===== src/rtl/seq_magnitude_comparator_pkg.sv =====
// Shared types and constants for the sequential magnitude comparator.
package seq_magnitude_comparator_pkg;

  // Control FSM states; encodings are fixed so downstream debug taps can decode them.
  typedef enum logic {
    StIdle = 1'b0,
    StCmp  = 1'b1
  } state_e;

  // Result one-hot constants, ordered {gt, eq, lt}.
  localparam logic [2:0] ResGt = 3'b100;
  localparam logic [2:0] ResEq = 3'b010;
  localparam logic [2:0] ResLt = 3'b001;

  // Step counter width; a single-step compare still needs a 1-bit counter.
  function automatic int unsigned step_width(input int unsigned nstep);
    return (nstep > 1) ? $clog2(nstep) : 1;
  endfunction

endpackage


===== src/rtl/seq_magnitude_comparator_cmp_digit.sv =====
// Combinational unsigned compare of one DIGIT-bit slice of each operand.
module seq_magnitude_comparator_cmp_digit #(
  parameter int unsigned DIGIT = 2
) (
  input  logic [DIGIT-1:0] digit_a,
  input  logic [DIGIT-1:0] digit_b,
  output logic             d_gt,
  output logic             d_lt
);

  // Unsigned order of the two digits; equality is implied by neither flag set.
  always_comb begin
    d_gt = 1'b0;
    d_lt = 1'b0;
    if (digit_a > digit_b) d_gt = 1'b1;
    if (digit_a < digit_b) d_lt = 1'b1;
  end

endmodule


===== src/rtl/seq_magnitude_comparator.sv =====
// Multi-cycle MSB-first magnitude comparator with early termination on the
// first differing digit. Signed operands are converted to offset-binary at
// latch time so the same unsigned digit compare yields two's-complement order.
module seq_magnitude_comparator
  import seq_magnitude_comparator_pkg::*;
#(
  parameter int unsigned WIDTH = 8,
  parameter int unsigned DIGIT = 2
) (
  input  logic             clk,
  input  logic             rst_n,
  input  logic             start,
  input  logic [WIDTH-1:0] a,
  input  logic [WIDTH-1:0] b,
  input  logic             is_signed,
  output logic             busy,
  output logic             done,
  output logic             gt,
  output logic             eq,
  output logic             lt
);

  localparam int unsigned NSTEP = WIDTH / DIGIT;
  localparam int unsigned StepW = step_width(NSTEP);
  localparam logic [WIDTH-1:0] SignMask = WIDTH'(1) << (WIDTH - 1);
  localparam logic [StepW-1:0] LastStep = StepW'(NSTEP - 1);

  if (WIDTH % DIGIT != 0) begin : gen_width_check
    $error("seq_magnitude_comparator: WIDTH must be a multiple of DIGIT");
  end

  state_e           state_q;
  logic [WIDTH-1:0] a_q;
  logic [WIDTH-1:0] b_q;
  logic [StepW-1:0] step_q;
  logic [WIDTH-1:0] flip;
  logic             d_gt;
  logic             d_lt;

  // Digit compare on the current heads of both shift registers.
  seq_magnitude_comparator_cmp_digit #(
    .DIGIT(DIGIT)
  ) u_cmp_digit (
    .digit_a(a_q[WIDTH-1 -: DIGIT]),
    .digit_b(b_q[WIDTH-1 -: DIGIT]),
    .d_gt   (d_gt),
    .d_lt   (d_lt)
  );

  // Inverting both MSBs maps two's-complement order onto unsigned order.
  always_comb begin
    flip = '0;
    if (is_signed) flip = SignMask;
  end

  // Control FSM with registered handshake and result flags.
  always_ff @(posedge clk) begin
    if (!rst_n) begin
      state_q <= StIdle;
      a_q     <= '0;
      b_q     <= '0;
      step_q  <= '0;
      busy    <= 1'b0;
      done    <= 1'b0;
      gt      <= 1'b0;
      eq      <= 1'b0;
      lt      <= 1'b0;
    end else begin
      done <= 1'b0;
      unique case (state_q)
        StIdle: begin
          if (start) begin
            a_q     <= a ^ flip;
            b_q     <= b ^ flip;
            step_q  <= '0;
            busy    <= 1'b1;
            state_q <= StCmp;
          end
        end
        StCmp: begin
          if (d_gt || d_lt) begin
            {gt, eq, lt} <= d_gt ? ResGt : ResLt;
            done         <= 1'b1;
            busy         <= 1'b0;
            state_q      <= StIdle;
          end else if (step_q == LastStep) begin
            {gt, eq, lt} <= ResEq;
            done         <= 1'b1;
            busy         <= 1'b0;
            state_q      <= StIdle;
          end else begin
            a_q    <= a_q << DIGIT;
            b_q    <= b_q << DIGIT;
            step_q <= step_q + StepW'(1);
          end
        end
        default: state_q <= StIdle;
      endcase
    end
  end

endmodule


===== config.mk =====
export PLATFORM = sky130hd
export DESIGN_NAME = seq_magnitude_comparator
export DESIGN_NICKNAME = d
export VERILOG_FILES = /design/src/rtl/seq_magnitude_comparator_pkg.sv /design/src/rtl/seq_magnitude_comparator_cmp_digit.sv /design/src/rtl/seq_magnitude_comparator.sv
export SDC_FILE = /design/constraint.sdc
export NUM_CORES = 1
export LEC_CHECK = 0
export CAP_MARGIN = 15
export CORE_UTILIZATION = 40
export DETAILED_ROUTE_END_ITERATION = 10
export GPL_TIMING_DRIVEN = 0
export PLACE_DENSITY_LB_ADDON = 0.3
export REMOVE_ABC_BUFFERS = 1
export SKIP_LAST_GASP = 1
export SLEW_MARGIN = 20
export SYNTH_ARGS = -nofsm -noshare
export SYNTH_HDL_FRONTEND = slang
export SYNTH_SLANG_ARGS = --single-unit
export TNS_END_PERCENT = 50

===== constraint.sdc =====
create_clock -name clk -period 2.41 [get_ports clk]
set_clock_uncertainty 0.15 [all_clocks]
set_input_delay 0.241 -clock clk [delete_from_list [all_inputs] [get_ports clk]]
set_output_delay 0.241 -clock clk [all_outputs]
set_load 0.01 [all_outputs]

**Yosys cells after proc, flatten, opt, wreduce, memory -nomap -nowiden**

Cells that the tools add are included.
Widths: inputs -> output; s select.

- Add/subtract/negate cells: 1
- Order comparisons: 2
- Eq/ne operators: 5
- Mux-type cells: 30
- Bitwise logic cells: 3
- Reduce and logical (&&, ||, !) cells: 6

Operators by type and width:

| operator | count |
|---|---|
| $mux 8 | 7 |
| $pmux 8 s2 | 2 |
| $xor 8x8->8 | 2 |
| $mux 1 | 14 |
| $mux 2 | 3 |
| $ne 2x2->1 const B | 3 |
| $reduce_and 2->1 | 3 |
| $pmux 1 s2 | 2 |
| $pmux 2 s2 | 1 |
| $mux 3 | 1 |
| $ne 3x1->1 const B | 1 |
| $reduce_and 3->1 | 1 |
| $add 2x1->2 const B | 1 |
| $eq 2x2->1 const B | 1 |
| $gt 2x2->1 | 1 |
| $lt 2x2->1 | 1 |
| $reduce_bool 2->1 | 1 |
| $logic_or 1x1->1 | 1 |
| $not 1->1 | 1 |

- Bits in registers: 24
- Input bits: 20
- Output and inout port bits: 5
- Logic and storage cells: 56

**Logic depth before layout (Yosys ltp)**

- Depth in word-level cells: 5
- Mapped depth: 6
- Depth with buffers taken out: 5

**Cells and area by module**

From an unflattened synthesis, not the netlist that was laid out.

- Cells, all modules: 123
- Area total of the unflattened synthesis: 1197.4 um^2

Modules (own cells, without submodules):

| module | times used | cells each | area an instance (um^2) | seq. area each (um^2) |
|---|---|---|---|---|
| seq_magnitude_comparator | 1 | 116 | 1132.3 | 480.5 |
| seq_magnitude_comparator_cmp_digit | 1 | 7 | 65.1 | 0.0 |

**Least setup slack after synthesis**

Ideal clock, no wire load.

- Kind: register to register
- Start point: register b_q[7]
- End point: register a_q[2]
- Setup time: 0.072 ns
- Data arrival time: 1.493 ns
- Data required time: 2.188 ns
- Path slack: 0.696 ns
- Cell stages (with the launch flop): 7
- Path buffers: 1
- Period minus slack after synthesis: 1.714 ns
- Cells stage by stage: dfxtp_1 inv_1 ha_1 nand3_4 o31ai_4 buf_6 mux2i_1

- Longest elaborated chain between the ends: 5
- Elaborated cells on any way between the ends: 7
- Classes of those cells: order compare (2); eq/ne (1); mux (2); reduce/logical (2)

Ends and longest elaborated chain:

| what | line | RTL |
|---|---|---|
| from (decl) | seq_magnitude_comparator.sv:34 | `logic [WIDTH-1:0] b_q;` |
| from (signal assigned) | seq_magnitude_comparator.sv:74 | `b_q <= b ^ flip;` |
| from (signal assigned) | seq_magnitude_comparator.sv:93 | `b_q <= b_q << DIGIT;` |
| $gt 2x2->1 / $lt 2x2->1 (equally long branches) | seq_magnitude_comparator_cmp_digit.sv:15, seq_magnitude_comparator_cmp_digit.sv:16 |  |
| $mux 1 (on tied branches) | seq_magnitude_comparator_cmp_digit.sv:15, seq_magnitude_comparator_cmp_digit.sv:16 |  |
| $logic_or 1x1->1 * | seq_magnitude_comparator.sv:81 | `if (d_gt \|\| d_lt) begin` |
| $ne 2x2->1 (no line) * | n/a |  |
| $reduce_and 3->1 (no line) * | n/a |  |
| to (signal assigned) | seq_magnitude_comparator.sv:73 | `a_q <= a ^ flip;` |
| to (signal assigned) | seq_magnitude_comparator.sv:92 | `a_q <= a_q << DIGIT;` |
| to (decl) | seq_magnitude_comparator.sv:33 | `logic [WIDTH-1:0] a_q;` |

Every way passes the cells marked *; elsewhere a longest branch is shown, timed or not.
A chain may end at the register's enable or synchronous reset.

**Worst setup path in the final report**

- Start point: register state_q
- End point: register a_q[5]

- Longest elaborated chain between the ends: 3
- Elaborated cells on any way between the ends: 6
- Classes of those cells: eq/ne (3); mux (1); bitwise (1); reduce/logical (1)

Ends and longest elaborated chain:

| what | line | RTL |
|---|---|---|
| from (decl) | seq_magnitude_comparator.sv:32 | `state_e state_q;` |
| from (signal assigned) | seq_magnitude_comparator.sv:59 | `state_q <= StIdle;` |
| from (signal assigned) | seq_magnitude_comparator.sv:77 | `state_q <= StCmp;` |
| from (signal assigned) | seq_magnitude_comparator.sv:85 | `state_q <= StIdle;` |
| $not 1->1 | n/a |  |
| $ne 2x2->1 (no line) | n/a |  |
| $reduce_and 3->1 (no line) | n/a |  |

Parallel ways exist; a longest one is shown, timed or not.

==> out/results.txt <==
area share of the largest cell type after synthesis -> 0.392
total wire length -> 2.28 mm
all-layer global routing usage -> 0.162
fin. max-slew vios -> 0
vias in the first global route -> 998
Inserted Clock Buffers -> 3
GRT overflow -> 0
first-pass GRT wire length -> 4.20 mm
largest net degree at the start of global routing -> 40
# resized after CTS -> 0
Final TNS setup -> 0 ns
share of layout cells above drive strength 1 -> 0.113
period utilization -> 0.817
Worst-Skew Late Latency -> 0.30 ns
core area -> 2830 um^2
max_slew headroom -> 0.477
area delta synth->final -> 21.7%
CP startpoint kind -> flip-flop
initial DRC count -> 23
Syn Area/Cell -> 9.22 um^2
Post-Syn Area -> 1230 um^2
IO Pins -> 25
Total Die Area -> 3290 um^2
Hold Vio Cnt, Final -> 0
Cells after Synth -> 133
Hold EP -> lt
Critical Path End Type -> flip-flop
CP Data Required Time -> 2.50 ns
clock power share -> 0.183
Leakage -> 0.567 nW
count of cell types in the netlist -> 31
Worst-Margin Slew -> 0.782 ns
CP Max Fanout -> 23
Antenna Cells -> 0
synth warn -> 0
post-synth top area cell -> dfxtp_1
Yosys reg bits -> 24
Setup CP Type -> flip-flop to flip-flop
status -> complete, no violations
dpl cells -> 178
storage element area -> 480 um^2
Starting Density -> 0.433
VDD IR max -> 0.481 mV
main area contributors after synthesis -> dfxtp_1 39%, mux2i_1 9.8%, o211ai_1 7.3%
Placement Rows -> 19
Pwr per Cell Area -> 618 nW/um^2
Seq pwr share -> 0.520
Internal -> 0.649 mW
DR vias -> 989
number of setup violations in the final report -> 0
Worst Hold Path Cells -> 2
Max Cap Viol -> 0
Net Sw Frac -> 0.296
Reg clk slew, reported paths -> 0.12 ns
area of the multi-input gates -> 681 um^2
First-pass DRT Iterations -> 4
clock sinks -> 24
Root Driver -> clkbuf_4
via/cell ratio -> 5.43
Post-Layout Cell Count -> 182
flop-to-flop setup slack -> 0.44 ns
sequential area share after synthesis -> 0.392
IO Port Bufs -> 24
Reg2Reg Depth -> 4
reg2reg end -> a_q[5]
Hold WC Path Type -> input pin to flip-flop
RSZ-0062 raised after global routing -> false
Period minus WS final -> 1.97 ns
wire per inst -> 12.5 um
switching power -> 0.273 mW
GP Congestion -> 0.731
# DRC -> 0
fill count -> 250
DP HPWL -> 1.62 mm
Antenna Nets Post-Route -> 0
HP Start -> rst_n
TritonCTS clock tree -> yes
FMAX -> 508 MHz
hold bufs inserted after CTS -> 0
die height -> 57.4 um
reg-to-reg startpoint -> state_q
CTS max path bufs -> 2
Nets -> 176
Comb power frac -> 0.298
H-Tree Depth -> 1
WP data arrival -> 2.06 ns
initial antenna violation count -> 0
Die Span X -> 57.4 um
-- critical path: stages, from the launching register on --
cell	delay, ns
dfxtp_1	0.80
nand3_4	0.23
o31ai_4	0.33
buf_12	0.19
mux2i_1	0.19
-- synth_stat cells --
cell and number:
o311ai_0 4, o21a_1 1, inv_1 4, nand2b_1 4, o31ai_4 1, buf_1 1
buf_6 1, clkbuf_1 4, nand2_1 21, and3b_1 1, xor2_1 2, nand3_4 1
or2_2 10, o31a_1 2, a21boi_0 4, nor2b_1 2, o211ai_1 12, nor4b_1 2
or3_1 1, ha_1 3, mux2i_1 12, and2_1 2, o311a_1 1, a211oi_1 1
buf_2 4, and2b_1 1, o22ai_1 2, a21oi_1 2, o21ai_0 2, nand3_1 1
dfxtp_1 24
-- power groups by stage --
| stage | clock network [mW] | registers [mW] | logic [mW] |
|---|---|---|---|
| floorplan | 0 | 0.485 | 0.172 |
| global placement | 0 | 0.487 | 0.259 |
| detailed placement | 0 | 0.489 | 0.266 |
| CTS | 0.176 | 0.480 | 0.267 |
| global route | 0.192 | 0.487 | 0.309 |
| finish | 0.169 | 0.479 | 0.275 |
-- logic make-up after synthesis --
logic type / Yosys count / synth area share
compound gates: 32 / 0.205
xor+xnor: 2 / 0.0143
fa+ha+maj: 3 / 0.0306
buf+inv: 14 / 0.0531
flops: 24 / 0.392
mux: 12 / 0.0980
simple gates: 46 / 0.207
-- cells in the final DEF (no fill, tap or decap), types with 2 or more instances in the layout --
cell             count
dfxtp_1             24
or2_2               10
a21oi_1              2
o31a_1               2
nor4b_1              2
nor2b_1              2
o311ai_0             4
ha_1                 3
clkbuf_4             3
mux2i_1             12
clkdlybuf4s50_1     23
o21ai_0              2
a21boi_0             4
nand2b_1             4
inv_1                4
o211ai_1            12
nand2_1             21
o22ai_1              2
xor2_1               2
and2_1               2
-- stage by stage --
stage	hold WS, ns	cell area [um^2]	setup slack, ns	power (mW)	util
floorplan	0.200	1180	0.535	0.657	-
global placement	0.291	1460	0.190	0.745	0.514
detailed placement	0.302	1460	0.129	0.755	0.514
CTS	0.320	1480	0.0995	0.923	0.522
global route	0.322	1490	0.248	0.988	0.528
finish	0.314	1490	0.441	0.923	0.528
-- how the worst max path moves through the flow --
stage	cells past startpoint	to	startpoint
floorplan	5	step_q[0]	b_q[7]
detailed placement	3	step_q[0]	state_q
global placement	3	step_q[0]	state_q
finish	4	a_q[5]	state_q
global route	4	a_q[4]	state_q
CTS	3	b_q[7]	state_q
-- registers in the layout, indices dropped and copies added, names as in the netlist --
signal / count
a_q: 8
b_q: 8
busy: 1
done: 1
eq: 1
gt: 1
lt: 1
state_q: 1
step_q: 2
-- what timing repair did --
item / 4_1_cts / 5_1_grt
setup buffers: 0 / 1
endpoints found under the setup margin: 0 / 14
endpoints found under the hold margin: 0 / 0
-- per-layer routing --
metal	track usage	up-vias	part of all wire
met1	0.201	460	0.47
met3	0.0499	2	0.048
met2	0.274	16	0.47
met4	0.0418	0	0.0074
met5	0	-	0
li1	-	511	-
-- cell type report --
type	count	share of cell area
multi-input cells	95	0.456
clock buffers	3	0.0151
repair buffers	25	0.171
well taps	31	0.0260
inverters	4	0.0101
flip-flops and latches	24	0.322
Note: power is estimated with default switching activity, not from simulation.
